<file path="src/rtl/universal_shift_register_if.sv">
// Control/data bundle for the universal shift register.
// The master side drives load/shift/burst requests; the slave side is the register itself.
interface universal_shift_register_if #(
    parameter int WIDTH = 8
);
    localparam int CNT_W = $clog2(WIDTH + 1);

    logic             load;
    logic [WIDTH-1:0] d;
    logic             shift_en;
    logic [1:0]       mode;
    logic             serial_in;
    logic             start;
    logic [CNT_W-1:0] count;
    logic [WIDTH-1:0] q;
    logic             serial_out;
    logic             busy;
    logic             done;

    modport master (
        output load, d, shift_en, mode, serial_in, start, count,
        input  q, serial_out, busy, done
    );

    modport slave (
        input  load, d, shift_en, mode, serial_in, start, count,
        output q, serial_out, busy, done
    );
endinterface

</file>
<file path="src/rtl/universal_shift_register.sv">
// Parametrised shift register: parallel load, single-step shifts in four modes
// (lsl, lsr, rol, ror) and a counted burst sequencer that shifts one position per
// cycle and reports busy/done. All outputs are registered.
module universal_shift_register #(
    parameter int WIDTH = 8
) (
    input  logic                      clk,
    input  logic                      rst,
    universal_shift_register_if.slave bus
);
    localparam int CNT_W = $clog2(WIDTH + 1);

    typedef enum logic {
        IDLE,
        BURST
    } state_t;

    state_t           state_reg;
    logic [WIDTH-1:0] q_reg;
    logic             serial_out_reg;
    logic             busy_reg;
    logic             done_reg;
    logic [1:0]       mode_latched_reg;
    logic [CNT_W-1:0] remaining_reg;

    // Mode of the step that would happen this cycle: live mode when idle,
    // the mode captured at burst start while bursting.
    logic [1:0]       step_mode;
    logic             step_is_rotate;
    logic             step_is_right;
    logic [WIDTH-1:0] left_next;
    logic [WIDTH-1:0] right_next;
    logic [WIDTH-1:0] q_next;
    logic             serial_out_next;

    assign step_mode      = (state_reg == BURST) ? mode_latched_reg : bus.mode;
    assign step_is_rotate = step_mode[1];
    assign step_is_right  = step_mode[0];

    // Interior bits of the left/right shifted vectors are plain neighbour moves.
    genvar gi;
    generate
        for (gi = 1; gi < WIDTH; gi++) begin : g_left
            assign left_next[gi] = q_reg[gi-1];
        end
        for (gi = 0; gi < WIDTH - 1; gi++) begin : g_right
            assign right_next[gi] = q_reg[gi+1];
        end
    endgenerate

    // End bits take either the wrapped-around bit (rotate) or the serial fill bit.
    assign left_next[0]        = step_is_rotate ? q_reg[WIDTH-1] : bus.serial_in;
    assign right_next[WIDTH-1] = step_is_rotate ? q_reg[0]       : bus.serial_in;

    assign q_next          = step_is_right ? right_next : left_next;
    assign serial_out_next = step_is_right ? q_reg[0]   : q_reg[WIDTH-1];

    // Register, output flags and burst sequencer; load overrides any shift or burst.
    always_ff @(posedge clk) begin
        if (rst) begin
            state_reg        <= IDLE;
            q_reg            <= '0;
            serial_out_reg   <= 1'b0;
            busy_reg         <= 1'b0;
            done_reg         <= 1'b0;
            mode_latched_reg <= 2'b00;
            remaining_reg    <= '0;
        end else begin
            done_reg <= 1'b0;
            if (bus.load) begin
                // Parallel load; also aborts a burst silently (no done pulse).
                q_reg         <= bus.d;
                busy_reg      <= 1'b0;
                remaining_reg <= '0;
                state_reg     <= IDLE;
            end else if (state_reg == IDLE) begin
                if (bus.start) begin
                    if (bus.count != '0) begin
                        mode_latched_reg <= bus.mode;
                        remaining_reg    <= bus.count;
                        busy_reg         <= 1'b1;
                        state_reg        <= BURST;
                    end else begin
                        // Zero-length burst completes immediately.
                        done_reg <= 1'b1;
                    end
                end else if (bus.shift_en) begin
                    q_reg          <= q_next;
                    serial_out_reg <= serial_out_next;
                end
            end else begin
                q_reg          <= q_next;
                serial_out_reg <= serial_out_next;
                remaining_reg  <= remaining_reg - CNT_W'(1);
                if (remaining_reg == CNT_W'(1)) begin
                    state_reg <= IDLE;
                    busy_reg  <= 1'b0;
                    done_reg  <= 1'b1;
                end
            end
        end
    end

    assign bus.q          = q_reg;
    assign bus.serial_out = serial_out_reg;
    assign bus.busy       = busy_reg;
    assign bus.done       = done_reg;
endmodule

</file>
<file path="src/flat_wrapper.sv">
// flat-port wrapper written by rule: the top's interface ports become plain ports
module universal_shift_register_flat 
#(
    parameter int WIDTH = 8
)
  (clk, rst, bus_load, bus_d, bus_shift_en, bus_mode, bus_serial_in, bus_start, bus_count, bus_q, bus_serial_out, bus_busy, bus_done);
  universal_shift_register_if #(.WIDTH(WIDTH)) bus_i ();
  input  logic clk;
  input  logic rst;
  input wire logic [$bits(bus_i.load)-1:0] bus_load;
  input wire logic [$bits(bus_i.d)-1:0] bus_d;
  input wire logic [$bits(bus_i.shift_en)-1:0] bus_shift_en;
  input wire logic [$bits(bus_i.mode)-1:0] bus_mode;
  input wire logic [$bits(bus_i.serial_in)-1:0] bus_serial_in;
  input wire logic [$bits(bus_i.start)-1:0] bus_start;
  input wire logic [$bits(bus_i.count)-1:0] bus_count;
  output wire logic [$bits(bus_i.q)-1:0] bus_q;
  output wire logic [$bits(bus_i.serial_out)-1:0] bus_serial_out;
  output wire logic [$bits(bus_i.busy)-1:0] bus_busy;
  output wire logic [$bits(bus_i.done)-1:0] bus_done;
  assign bus_i.load = bus_load;
  assign bus_i.d = bus_d;
  assign bus_i.shift_en = bus_shift_en;
  assign bus_i.mode = bus_mode;
  assign bus_i.serial_in = bus_serial_in;
  assign bus_i.start = bus_start;
  assign bus_i.count = bus_count;
  assign bus_q = bus_i.q;
  assign bus_serial_out = bus_i.serial_out;
  assign bus_busy = bus_i.busy;
  assign bus_done = bus_i.done;
  universal_shift_register #(.WIDTH(WIDTH)) u_core (.clk(clk), .rst(rst), .bus(bus_i));
endmodule
</file>
<file path="config.mk">
export PLATFORM = sky130hd
export DESIGN_NAME = universal_shift_register_flat
export DESIGN_NICKNAME = d
export VERILOG_FILES = /design/src/rtl/universal_shift_register_if.sv /design/src/rtl/universal_shift_register.sv /design/src/flat_wrapper.sv
export SDC_FILE = /design/constraint.sdc
export NUM_CORES = 1
export LEC_CHECK = 0
export ABC_AREA = 1
export CORE_ASPECT_RATIO = 1.1
export CORE_MARGIN = 5
export CORE_UTILIZATION = 47
export CTS_CLUSTER_DIAMETER = 30
export DETAILED_ROUTE_END_ITERATION = 10
export PLACE_DENSITY = 0.82
export SYNTH_ARGS = -nofsm -noshare
export SYNTH_HDL_FRONTEND = slang
export SYNTH_SLANG_ARGS = --single-unit
</file>
<file path="constraint.sdc">
create_clock -name clk -period 1.1 [get_ports clk]
set_input_delay 0.22 -clock clk [delete_from_list [all_inputs] [get_ports clk]]
set_output_delay 0.22 -clock clk [all_outputs]
set_load 0.05 [all_outputs]
</file>
## Yosys cells after proc, flatten, opt, wreduce, memory -nomap -nowiden

Index checks and enable logic that the tools add are counted.

| operators by class | value |
|---|---|
| reductions and logical operators | 11 |
| equality and inequality tests | 4 |
| multiplexer cells | 27 |
| bitwise operators | 2 |
| add/subtract/negate cells | 1 |

Operators by type and width:

| operator | count |
|---|---|
| 8-bit 2-to-1 mux | 5 |
| 1-bit 2-to-1 mux | 18 |
| 4-bit 2-to-1 mux | 3 |
| 3-bit AND reduction | 2 |
| 2-bit nonzero test | 3 |
| 4-bit by 1-bit equality test with 1-bit output (second input constant) | 1 |
| 2-bit AND reduction | 2 |
| 4-bit AND reduction | 1 |
| 4-bit nonzero test | 1 |
| 4-bit by 1-bit subtractor with 4-bit output (second input constant) | 1 |
| 3-bit by 2-bit inequality test with 1-bit output (second input constant) | 1 |
| 3-bit nonzero test | 1 |
| 2-bit 2-to-1 mux | 1 |
| 2-bit by 1-bit inequality test with 1-bit output (second input constant) | 1 |
| 2-bit inequality test (second input constant) | 1 |
| 1-bit NOT | 2 |
| 2-bit OR reduction | 1 |

| word-level totals | value |
|---|---|
| input port bits | 20 |
| word-level logic and storage cells | 52 |
| register bits | 18 |

## Depth between registers and ports, before layout

Gate-level depths: netlist (run 1).

| depth | value |
|---|---|
| depth after elaboration | 7 |
| mapped depth | 8 |

## Least setup slack after synthesis (run 1)

No wires, ideal clock.

| timing path | value |
|---|---|
| kind | register to register |
| start | register u_core.q_reg[0], in the netlist u_core.bus.q[0] |
| end | register u_core.q_reg[1], in the netlist u_core.bus.q[1] |
| arrival time | 1.014 ns |
| cell stages (with the launch flop) | 5 |
| path buffers | 0 |
| path slack | 0.016 ns |
| path through | dfxtp_1 inv_1 nand2_1 nand3_1 a21oi_1 |

| between the ends | value |
|---|---|
| longest elaborated chain between the ends | 5 |

Ends and longest elaborated chain:

| element | line | source |
|---|---|---|
| from (decl) | universal_shift_register.sv:19 | `logic [WIDTH-1:0] q_reg;` |
| from (signal assigned) | universal_shift_register.sv:72 | `q_reg <= bus.d;` |
| from (signal assigned) | universal_shift_register.sv:88 | `q_reg <= q_next;` |
| from (signal assigned) | universal_shift_register.sv:92 | `q_reg <= q_next;` |
| 8-bit 2-to-1 mux (*) | universal_shift_register.sv:55 | `assign q_next = step_is_right ? right_next : left_next;` |
| 8-bit 2-to-1 mux | universal_shift_register.sv:87 | `end else if (bus.shift_en) begin` |
| 8-bit 2-to-1 mux | universal_shift_register.sv:77 | `if (bus.start) begin` |
| 8-bit 2-to-1 mux (*) | universal_shift_register.sv:76 | `end else if (state_reg == IDLE) begin` |
| 8-bit 2-to-1 mux (*) | universal_shift_register.sv:70 | `if (bus.load) begin` |

Mark *: on every way between the ends. The rest lies on a longest branch, timed or not. The select of a mux whose other input is x is not followed.
A chain may end at the register's enable or synchronous reset.

## Worst setup path after layout (run 1)

| timing path | value |
|---|---|
| start | input port bus_shift_en |
| end | register u_core.q_reg[4], in the netlist u_core.bus.q[4] |

| between the ends | value |
|---|---|
| longest elaborated chain between the ends | 2 |

Ends and longest elaborated chain:

| element | line | source |
|---|---|---|
| from (decl) | flat_wrapper.sv:12 | `input wire logic [$bits(bus_i.shift_en)-1:0] bus_shift_en;` |
| 3-bit nonzero test (no line) | - |  |
| 2-bit AND reduction (no line) | - |  |

Every way passes these cells.

==> flow_metrics.env, run 1 <==
export IMPL_synth_xor_area_share_pct=0
export IMPL_grt_pass1_wl_mm=5.01
export IMPL_min_path_cells=3
export IMPL_grtUsageTotal_pct=18.4
export IMPL_drcViolationCount=0
export IMPL_coreArea_um2=2250
export IMPL_avgSynthCellArea_um2=6.11
export IMPL_synth_seq_cells=18
export IMPL_postCtsHoldBufs=0
export IMPL_powerDensity_nw_per_um2=947
export IMPL_initial_core_util_pct=48.8
export IMPL_hold_viol=0
export IMPL_p_leak_nw=0.876
export IMPL_place_gp_congestion=0.851
export IMPL_crit_required_ps=1320
export IMPL_r2r_start="u_core.state_reg"
export IMPL_grt_pass1_vias=1258
export IMPL_port_buffers=30
export IMPL_hp_class="input port to flop"
export IMPL_hp_start="bus_count[0]"
export IMPL_critPathKind="input port to flop"
export IMPL_rows=18
export IMPL_yosys_top_cells_count="52 x nand2_1, 30 x inv_1, 20 x nor2_1, 18 x dfxtp_1, 18 x nand3_1"
export IMPL_cts_buffers=3
export IMPL_synth_async_sr_flop_share_pct=0
export IMPL_fillers=143
export IMPL_synth_flop_cell="dfxtp_1"
export IMPL_synthMuxAreaShare_pct=0
export IMPL_clock_path_buffers=2
export IMPL_postRouteAntennaNets=0
export IMPL_worst_slew_pin_slew_ps=196
export IMPL_post_drt_wl_per_cell_um=14.1
export IMPL_first_pass_iters=4
export IMPL_synth_cell_types=18
export IMPL_regArea_um2=374
export IMPL_vias=1352
export IMPL_arrival_ps=1320
export IMPL_skew_ps=6.11
export IMPL_netlist_area_um2=1100
export IMPL_routed_wl_mm=3.58
export IMPL_grt_max_degree=10
export IMPL_yosysMostFrequentCell="nand2_1"
export IMPL_dp_hpwl_mm=2.34
export IMPL_die_area_um2=3410
export IMPL_power_w=0.00172
export IMPL_antenna_cells=0
export IMPL_synthAdderAreaFrac_pct=2.28
export IMPL_die_x_um=56.1
export IMPL_reg2reg_to="u_core.bus.q[2]"
export IMPL_synth_compound_area_share_pct=8.65
export IMPL_run_status="completed"
export IMPL_grt_remaining_overflow=0
export IMPL_dpl_cell_area_um2=1580
export IMPL_viasPerCell=5.32
export IMPL_rsz0062_at_grt="true"
export IMPL_chipHeight_um=60.7
export IMPL_final_area_um2=1810
export IMPL_synth_area_leaders="dfxtp_1 33%, nand2_1 18%, inv_1 10%"
export IMPL_clock_latency_ps=290
export IMPL_critical_path_max_fanout=7
export IMPL_crit_path_start_kind="input port"
export IMPL_cts_tree="built"
export IMPL_period_minus_slack_ps=1100
export IMPL_ys_seq_area_share_pct=32.8
export IMPL_synth_simple_area_share_pct=40.7
export IMPL_reg2reg_slack_ps=20
export IMPL_yosysWarnings=0
export IMPL_syn_inst=180
export IMPL_synth_edf_count=0
export IMPL_drt_initial_drc_count=69
export IMPL_timing_slew_headroom_pct=87.0
export IMPL_endpoint_kind="flop"
export IMPL_areaGrowthSynthToFinish_pct=65.0
export IMPL_max_cap_violations=0
export IMPL_fin_nets=248
export IMPL_final_max_slew_violation_count=0
export IMPL_hold_end="u_core.remaining_reg[0]"
export IMPL_htree_levels=1
export IMPL_setup_violations=0
export IMPL_clock_sinks=18
export IMPL_synth_top_area_share_pct=32.8
export IMPL_yosysTopAreaCell="dfxtp_1"
export IMPL_fin_crit_sh_pct=99.6
export IMPL_synth_fp_nets=202
export IMPL_multiInputGateArea_um2=703
export IMPL_synth_top_family_by_area="simple AND/OR/NAND/NOR gates"
export IMPL_antenna_found_initial=0
export IMPL_vdd_drop_max_uv=932
export IMPL_r2r_cells=6
export IMPL_clockRootBuffer="clkbuf_4"
export IMPL_path_clk_slew_ps=100
export IMPL_timing_fmax_ghz=0.913
export IMPL_largest_reg_flops=8
export IMPL_ios=31
export IMPL_drive_gt1_share_pct=33.0
-- per-stage QoR --
step	cells	setup WS, ps	TNS [ps]	utilization [%]	hold WS, ps
3_5_place_dp	245	-346	-4620	70.0	491
4_1_cts	249	0.733	0	72.1	504
6_report	254	4.39	0	80.6	273
2_1_floorplan	180	16.2	0	-	355
5_1_grt	254	-58.7	-197	80.6	256
3_3_place_gp	245	-256	-3680	70.0	480
-- worst max-delay path by stage --
| stage | endpoint | cells after the start | startpoint |
|---|---|---|---|
| final | u_core.bus.q[4] | 7 | bus_shift_en |
| after CTS | u_core.remaining_reg[2] | 8 | bus_count[2] |
| after global placement | u_core.bus.serial_out | 8 | bus_start |
| after floorplan | u_core.bus.q[1] | 4 | u_core.bus.q[0] |
| after global routing | u_core.bus.q[0] | 7 | u_core.state_reg |
| after detailed placement | u_core.remaining_reg[2] | 8 | bus_count[1] |
-- cells in the final DEF, fill, tap and decap left out, types with 2 or more instances in the layout --
cell type	count
a21oi_1	6
a21oi_2	5
buf_12	12
buf_4	11
clkbuf_4	3
clkdlybuf4s50_1	13
dfxtp_1	9
dfxtp_2	8
dlymetal6s2s_1	6
inv_1	27
inv_2	5
nand2_1	45
nand2_2	9
nand2_4	4
nand3_1	16
nand3_2	2
nand4_1	4
nor2_1	18
nor2_2	2
nor3_1	3
o21ai_2	6
-- what timing repair did --
| item | in CTS | in global routing |
|---|---|---|
| setup buffers | 1 | 3 |
| pin swaps | 1 | 12 |
| resized for setup | 9 | 43 |
| endpoints found under the hold margin | 0 | 0 |
| setup endpoints to repair | 16 | 19 |
| cloned | 0 | 2 |
-- critical path: stages --
cell and delay, ps:
clkdlybuf4s50_1 500, nand2_4 80, nand2_1 80, nand2_2 90, inv_4 110, nand3_1 90
a21oi_2 140
-- layer usage --
layer / share of wire [%] / wire [um] / track usage (%) / up-vias
met5: 0 / 0 / 0 / -
met4: 3.5 / 127 / 8.14 / 0
met3: 4.9 / 174 / 3.19 / 17
met2: 53 / 1890 / 36.4 / 61
met1: 39 / 1390 / 19.2 / 621
li1: - / - / - / 653
-- power breakdown --
part / switching, W / internal (W) / total, W
clock: 0.000201 / 0.000127 / 0.000328
sequential: 0.0000482 / 0.000695 / 0.000743
combinational: 0.000352 / 0.000295 / 0.000647
-- cell type report --
cell class              count  share of cell area [%]
clock buffers               3                    1.24
multi-input cells         126                    38.8
flip-flops and latches     18                    20.6
repair buffers             43                    29.7
inverters                  34                    7.59
well taps                  30                    2.07
-- cell families (layout without fill, tap and decap cells) --
kind of cell               after synthesis  after routing
and+or+nand+nor                        103            105
buffers and inverters                   38             80
AOI/OAI and AO/OA                       19             19
DFF                                     18             18
adders and majority gates                2              2
No activity file was read; power rests on OpenSTA's default activity.
==> run 2: changes to the inputs <==
- CORE_UTILIZATION: 47 -> 50
- PLACE_DENSITY: 0.82 -> 0.86
- clock period: 1.1 -> 1.35 ns (I/O delays scaled with it)
==> run 2 against run 1 <==
  * Worst hold slack improved by 220 ps
  * Register-to-register slack improved by 140 ps
  * Wire length fell by 15%
  * Clock skew fell by 3.8 ps
  * Core utilization fell by 1.5 points
  * Sequential share of layout area rose by 1.5 points
  * First-iteration DRC count fell by 65%
  * Power fell by 18%
==> flow_metrics.env, run 2 (synthesis gave the netlist of run 1 again) <==
export IMPL_fin_crit_sh_pct=91.5
export IMPL_routed_wl_mm=3.05
export IMPL_min_path_cells=2
export IMPL_final_common_cell="nand2_1"
export IMPL_hold_viol=0
export IMPL_post_drt_wl_per_cell_um=12.3
export IMPL_vdd_drop_max_uv=761
export IMPL_r2r_cells=6
export IMPL_worst_slew_pin_slew_ps=305
export IMPL_setup_violations=0
export IMPL_arrival_ps=1470
export IMPL_powerDensity_nw_per_um2=859
export IMPL_dp_hpwl_mm=2.42
export IMPL_antenna_found_initial=0
export IMPL_rows=17
export IMPL_hp_class="flop to flop"
export IMPL_timing_fmax_ghz=0.810
export IMPL_dpl_cell_area_um2=1590
export IMPL_finalWorstSetupSlack_ps=115
export IMPL_critPathKind="input port to flop"
export IMPL_largest_reg_flops=8
export IMPL_drt_initial_drc_count=24
export IMPL_die_x_um=54.7
export IMPL_final_area_um2=1630
export IMPL_clock_latency_ps=290
export IMPL_reg2reg_slack_ps=160
export IMPL_cts_tree="built"
export IMPL_final_max_slew_violation_count=0
export IMPL_clock_path_buffers=2
export IMPL_reg2reg_to="u_core.bus.serial_out"
export IMPL_vias=1253
export IMPL_drcViolationCount=0
export IMPL_coreArea_um2=2060
export IMPL_p_leak_nw=0.779
export IMPL_grt_remaining_overflow=0
export IMPL_hold_end="u_core.bus.busy"
export IMPL_post_cts_resized=0
export IMPL_timing_slew_headroom_pct=79.6
export IMPL_clockRootBuffer="clkbuf_4"
export IMPL_critical_path_max_fanout=4
export IMPL_ios=31
export IMPL_hp_start="u_core.bus.busy"
export IMPL_fillers=162
export IMPL_postCtsSetupRepairBufs=0
export IMPL_period_minus_slack_ps=1240
export IMPL_whs_ps=498
export IMPL_rsz0062_at_grt="false"
export IMPL_endpoint_kind="flop"
export IMPL_grt_pass1_wl_mm=5.17
export IMPL_place_gp_congestion=0.812
export IMPL_r2r_start="u_core.state_reg"
export IMPL_mostFrequentLayoutCells="52 x nand2_1, 30 x inv_1, 19 x clkdlybuf4s50_1"
export IMPL_viasPerCell=5.03
export IMPL_htree_levels=1
export IMPL_initial_core_util_pct=53.3
export IMPL_power_w=0.00140
export IMPL_first_pass_iters=4
export IMPL_antenna_cells=0
export IMPL_areaGrowthSynthToFinish_pct=48.3
export IMPL_skew_ps=2.34
export IMPL_crit_required_ps=1590
export IMPL_fin_nets=244
export IMPL_port_buffers=30
export IMPL_chipHeight_um=59.2
export IMPL_clock_sinks=18
export IMPL_crit_path_start_kind="input port"
export IMPL_grt_max_degree=17
export IMPL_run_status="completed"
export IMPL_fin_setup_tns_ps=0
export IMPL_grtUsageTotal_pct=20.8
export IMPL_cts_buffers=3
export IMPL_grt_pass1_vias=1325
export IMPL_postRouteAntennaNets=0
export IMPL_die_area_um2=3240
export IMPL_postCtsHoldBufs=0
export IMPL_place_worst_setup_slack_ps=-225
export IMPL_max_cap_violations=0
export IMPL_path_clk_slew_ps=110
export IMPL_drive_gt1_share_pct=17.6
## run 2: cell count changes in the layout (fill, tap and decap cells not counted), sizes merged
cell,change
clkbuf,+1
buf,-2
dlymetal6s2s,-6
nand2,-2
clkdlybuf4s50,+6
## run 2: through the flow
stage | cells | util, %
6_report | 249 | 79.1
3_5_place_dp | 245 | 77.0
3_3_place_gp | 245 | 77.0
5_1_grt | 249 | 79.1
4_1_cts | 249 | 78.8
2_1_floorplan | 180 | -
## run 2: report_power, final
part	switching [W]	leakage (nW)	internal (W)	total, W
Sequential	0.0000365	0.148	0.000564	0.000600
Clock	0.000180	0.0210	0.000164	0.000344
Combinational	0.000246	0.610	0.000211	0.000457
## run 2: worst max-delay path, stage by stage
cell and delay, ps:
clkdlybuf4s50_1 470, nor2_2 140, nand2_1 110, nand2_1 90
nand2_1 110, inv_1 100, nand2_1 60, a21oi_1 120
## run 2: cell type report
class                           instances  area (um^2)  share of cell area [%]
Clock buffer                            4         36.3                    2.22
Tap cell                               28         35.0                    2.15
Timing Repair Buffer                   41          493                    30.2
Multi-Input combinational cell        124          573                    35.1
Inverter                               34          133                    8.13
Sequential cell                        18          362                    22.2
## run 2: worst max path at each step
stage / from / endpoint / slack [ps] / cells after the start
2_1_floorplan: u_core.bus.q[0] / u_core.bus.q[1] / 270 / 4
3_3_place_gp: bus_load / u_core.remaining_reg[0] / -110 / 4
3_5_place_dp: bus_count[0] / u_core.remaining_reg[2] / -220 / 8
4_1_cts: bus_count[0] / u_core.remaining_reg[2] / 80 / 8
5_1_grt: bus_load / u_core.remaining_reg[0] / 1 / 4
6_report: bus_count[0] / u_core.remaining_reg[2] / 110 / 8
## run 2: routing by layer
layer / wire, um / vias up / part of all wire (%) / track usage [%]
met4: 38 / 0 / 1.2 / 8.54
li1: - / 643 / - / -
met5: 0 / - / 0 / 0
met1: 1270 / 558 / 41 / 23.3
met3: 148 / 6 / 4.8 / 3.78
met2: 1600 / 46 / 52 / 37.3
